[src/rtl/distance_display.sv]
// rtl/distance_display.sv - 12-bit distance capture, sequential binary-to-BCD, 4-digit muxed 7-seg scan
// Common-anode, active-low segments {g,f,e,d,c,b,a}; an[0] drives the units digit.
module distance_display #(
  parameter int SCAN_DIV   = 50000,
  parameter bit BLANK_LEAD = 1'b1
) (
  input  logic        clk,
  input  logic        rst,
  input  logic [11:0] dist_in,
  input  logic        dist_valid,
  output logic        busy,
  output logic [6:0]  seg,
  output logic [3:0]  an
);

  localparam int            PW        = (SCAN_DIV > 2) ? $clog2(SCAN_DIV) : 1;
  localparam logic [PW-1:0] PRESC_MAX = PW'(SCAN_DIV - 1);

  typedef enum logic [1:0] {
    IDLE   = 2'd0,
    CONV   = 2'd1,
    UPDATE = 2'd2
  } state_t;

  state_t        state;
  state_t        state_nxt;
  logic          load;
  logic          step;
  logic          commit;
  logic [11:0]   shift_q;
  logic [15:0]   bcd_q;
  logic [15:0]   bcd_adj;
  logic [15:0]   disp_q;
  logic [3:0]    iter_q;
  logic [PW-1:0] presc_q;
  logic [1:0]    idx_q;
  logic [3:0]    nib;
  logic [3:0]    blank;
  logic [6:0]    seg_nxt;

  function automatic logic [3:0] add3(input logic [3:0] n);
    return (n >= 4'd5) ? n + 4'd3 : n;
  endfunction

  function automatic logic [6:0] seg_code(input logic [3:0] n);
    logic [6:0] s;
    case (n)
      4'd0:    s = 7'b1000000;
      4'd1:    s = 7'b1111001;
      4'd2:    s = 7'b0100100;
      4'd3:    s = 7'b0110000;
      4'd4:    s = 7'b0011001;
      4'd5:    s = 7'b0010010;
      4'd6:    s = 7'b0000010;
      4'd7:    s = 7'b1111000;
      4'd8:    s = 7'b0000000;
      4'd9:    s = 7'b0010000;
      default: s = 7'b1111111;
    endcase
    return s;
  endfunction

  always_comb begin
    bcd_adj = {add3(bcd_q[15:12]), add3(bcd_q[11:8]), add3(bcd_q[7:4]), add3(bcd_q[3:0])};
  end

  always_ff @(posedge clk or posedge rst) begin
    if (rst) begin
      state <= IDLE;
    end else begin
      state <= state_nxt;
    end
  end

  always_comb begin
    state_nxt = state;
    load      = 1'b0;
    step      = 1'b0;
    commit    = 1'b0;
    case (state)
      IDLE: begin
        if (dist_valid) begin
          load      = 1'b1;
          state_nxt = CONV;
        end
      end
      CONV: begin
        step = 1'b1;
        if (iter_q == 4'd11) begin
          state_nxt = UPDATE;
        end
      end
      UPDATE: begin
        commit    = 1'b1;
        state_nxt = IDLE;
      end
      default: state_nxt = IDLE;
    endcase
  end

  // Double-dabble: adjust nibbles and shift the whole {bcd,shift} pair in one edge.
  always_ff @(posedge clk or posedge rst) begin
    if (rst) begin
      busy    <= 1'b0;
      shift_q <= '0;
      bcd_q   <= '0;
      iter_q  <= '0;
      disp_q  <= '0;
    end else begin
      busy <= (state_nxt != IDLE);
      if (load) begin
        shift_q <= dist_in;
        bcd_q   <= '0;
        iter_q  <= '0;
      end else if (step) begin
        {bcd_q, shift_q} <= {bcd_adj[14:0], shift_q, 1'b0};
        iter_q           <= iter_q + 4'd1;
      end
      if (commit) begin
        disp_q <= bcd_q;
      end
    end
  end

  always_ff @(posedge clk or posedge rst) begin
    if (rst) begin
      presc_q <= '0;
      idx_q   <= '0;
    end else if (presc_q == PRESC_MAX) begin
      presc_q <= '0;
      idx_q   <= idx_q + 2'd1;
    end else begin
      presc_q <= presc_q + 1'b1;
    end
  end

  // A digit is blanked when it and every more significant digit are zero.
  always_comb begin
    blank[3] = (disp_q[15:12] == 4'd0);
    blank[2] = blank[3] && (disp_q[11:8] == 4'd0);
    blank[1] = blank[2] && (disp_q[7:4] == 4'd0);
    blank[0] = 1'b0;
    case (idx_q)
      2'd0:    nib = disp_q[3:0];
      2'd1:    nib = disp_q[7:4];
      2'd2:    nib = disp_q[11:8];
      default: nib = disp_q[15:12];
    endcase
    seg_nxt = (BLANK_LEAD && blank[idx_q]) ? 7'b1111111 : seg_code(nib);
  end

  always_ff @(posedge clk or posedge rst) begin
    if (rst) begin
      an  <= 4'b1110;
      seg <= 7'b1000000;
    end else begin
      an  <= ~(4'b0001 << idx_q);
      seg <= seg_nxt;
    end
  end

endmodule

[config.mk]
export PLATFORM = sky130hd
export DESIGN_NAME = distance_display
export DESIGN_NICKNAME = d
export VERILOG_FILES = /design/src/rtl/distance_display.sv
export SDC_FILE = /design/constraint.sdc
export NUM_CORES = 1
export LEC_CHECK = 0
export ABC_CLOCK_PERIOD_IN_PS = 6300
export BUFFER_PORTS_ARGS = -buffer_cell sky130_fd_sc_hd__buf_2
export CAP_MARGIN = 20
export CORE_MARGIN = 3
export CORE_UTILIZATION = 45
export DETAILED_ROUTE_END_ITERATION = 16
export PLACE_DENSITY_LB_ADDON = 0.1
export SYNTH_ARGS = -nofsm -noshare
export SYNTH_HDL_FRONTEND = slang
export SYNTH_SLANG_ARGS = --single-unit
[constraint.sdc]
create_clock -name clk -period 6.3 [get_ports clk]
set_clock_uncertainty 0.05 [all_clocks]
set_input_delay 0.315 -clock clk [delete_from_list [all_inputs] [get_ports clk]]
set_output_delay 0.315 -clock clk [all_outputs]
set_load 0.03 [all_outputs]
==> results.cfg <==
[sta]
slew_viol_final = 0
tns_ns = 0
hold_viol = 0
max_slew.worst_pin.slew_ns = 1.03
relSlewSlack_pct = 31.2
timing.fmax_mhz = 416
min_period_ns = 2.40
rsz0062_at_grt = no
finalSetupViolations = 0
timing.final.crit_share_pct = 38.1

[cells_and_area]
final_util_pct = 52.1
insertedDiodeCount = 0
final_cell_mix = dfrtp_1, nand2_1, o21ai_0
instances_no_fill = 509
drive_above_1_share_pct = 17.1
final_common_cell = dfrtp_1
final_area_mm2 = 0.00430
area_growth_syn_to_layout_pct = 12.0
final_nets = 432

[synth]
ys.flop_type = dfrtp_1
syn_area_mm2 = 0.00384
seq_area_frac_synth_pct = 52.3
synth_cells = 372
synth_top_area_share_pct = 49.6
synth_area_leaders = dfrtp_1, ha_1, o21ai_0
synth_top_area_cell = dfrtp_1
yosys_warnings = 0
syn_nets = 405
avgSynthCellArea_um2 = 10.3
synth_async_sr_flop_share_pct = 100
synth_edf_count = 0
ys_seq_elements = 80
yosysUniqueCellTypes = 43

[hold_path]
hold_depth = 3
hold_path.class = input pin to flip-flop

[worst_setup_path]
cp-end-kind = flip-flop
path_class = flip-flop to flip-flop
critPathMaxFanout = 18
required_ns = 6.48
regToRegSetupSlack_ns = 3.90
worstPathArrival_ns = 2.58
r2r_cells = 5
cp-start-kind = flip-flop

[global_routing]
grt-ovfl-total = 0
grt_pass1_wl_um = 12100
grt_max_degree = 81
antenna_found_initial = 0
grt_pass1_vias = 2578
grt.total_usage_pct = 15.2

[clock_tree]
cts_sinks = 80
ctsHoldBuffers = 0
clk_latency_ns = 0.34
cts_tree = built
cts_resized = 0
post_cts_buffers = 0
htreeDepth = 3
cts_root_buffer = clkbuf_8
cts.path.max_buffers = 2
cts_buffers = 9
clkTransAtPathRegs_ns = 0.08

[floorplan]
die_h_um = 98.3
ios = 27
initial_core_util_pct = 46.5
coreArea_mm2 = 0.00826
die-area_mm2 = 0.00967
rows = 33
die_w_um = 98.3

[routing]
vias_per_cell = 5.38
drc = 0
drtIter0Drc = 162
wl_um = 6950
ant_nets = 0
vias = 2737
wl_per_cell_um = 13.6
drtPass1Iterations = 4

[place]
place_inst = 492
gp_congestion = 0.796
dpl_cell_area_mm2 = 0.00406
io_buffers = 26
dp_hpwl_um = 4700

[power_and_ir_drop]
pwr_density_cell_mw_per_mm2 = 435
p_leak_uw = 0.00197
ir_worst_vdd_mv = 0.195

[run_status]
status = complete, no violations

[job]
cap_violations = 0
## sequential cells by signal, summed over array words and instances (netlist names)
signal	flops
bcd_q	16
disp_q	16
presc_q	16
shift_q	12
seg	7
an	4
iter_q	4
idx_q	2
state	2
busy	1
## cell type report
class | instances | area (µm²)
sequential | 80 | 2010
clock inverter | 3 | 65.1
multi-input combinational | 254 | 1680
timing repair buffer | 30 | 168
fill | 767 | 3960
clock buffer | 13 | 159
inverter | 24 | 91.3
tap | 105 | 131
## layer usage
| metal | vias up | part of all wire, % | GRT usage (%) |
|---|---|---|---|
| li1 | 1358 | - | - |
| met1 | 1312 | 47 | 19.8 |
| met2 | 54 | 47 | 24.2 |
| met3 | 13 | 4.5 | 4.14 |
| met4 | 0 | 2.0 | 5.99 |
| met5 | - | 0 | 0 |
## cells by family after synthesis
family | Yosys count | share of synthesized area (%)
AND/OR/NAND/NOR | 124 | 16.8
flip-flops | 80 | 52.3
AO/OA/AOI/OAI | 76 | 11.7
buffers and inverters | 38 | 3.98
XOR/XNOR | 18 | 4.11
multiplexers | 18 | 5.25
adder cells (fa/ha/maj) | 18 | 5.87
## synthesized netlist by cell type, types with 2 or more instances
cell,count
nand3_1,19
dfrtp_1,76
a222oi_1,4
inv_1,24
o32ai_1,2
nand3b_1,2
nor3_1,6
nor2_1,11
mux2_2,14
nand4_1,7
nand2b_1,7
nand2_1,52
and4_1,2
clkbuf_1,10
buf_2,2
a21oi_1,10
o31ai_1,2
xnor2_1,10
a22oi_1,11
o21ai_0,43
xor2_1,8
or3_1,2
dfstp_2,4
ha_1,18
or4_1,5
mux2i_1,3
a211oi_1,2
## power breakdown
group,leakage (µW),total [µW],internal [µW],switching [µW]
sequential,0.00100,800,684,116
combinational,0.000848,656,273,383
clock,0.000114,416,245,171
## metrics by stage
stage          power (µW)  hold WS (ns)  setup slack (ns)
2_1_floorplan        1300         0.382              3.89
3_3_place_gp         1440         0.411              3.90
3_5_place_dp         1460         0.414              3.83
4_1_cts              1890         0.108              3.85
5_1_grt              2030         0.110              3.65
6_report             1870         0.130              3.90
## worst paths after layout
path                                      start                     end
setup / recovery             state[1]$_DFF_PP0_   iter_q[2]$_DFFE_PP0P_
hold / removal                       dist_in[0]  shift_q[0]$_DFFE_PP0P_
setup reg to reg             state[1]$_DFF_PP0_   iter_q[2]$_DFFE_PP0P_
hold reg to reg            presc_q[0]$_DFF_PP0_    presc_q[0]$_DFF_PP0_
max in group asynchronous                   rst   presc_q[14]$_DFF_PP0_
min in group asynchronous                   rst          busy$_DFF_PP0_
## worst max-delay path, cell delays in order, from the launching register on
cell and delay (ns):
dfrtp_1 0.43, nor3b_2 0.86, nor2_1 0.43, buf_4 0.29, o21ai_0 0.14, o21ai_0 0.09
Power figures use the tool's default switching activity.
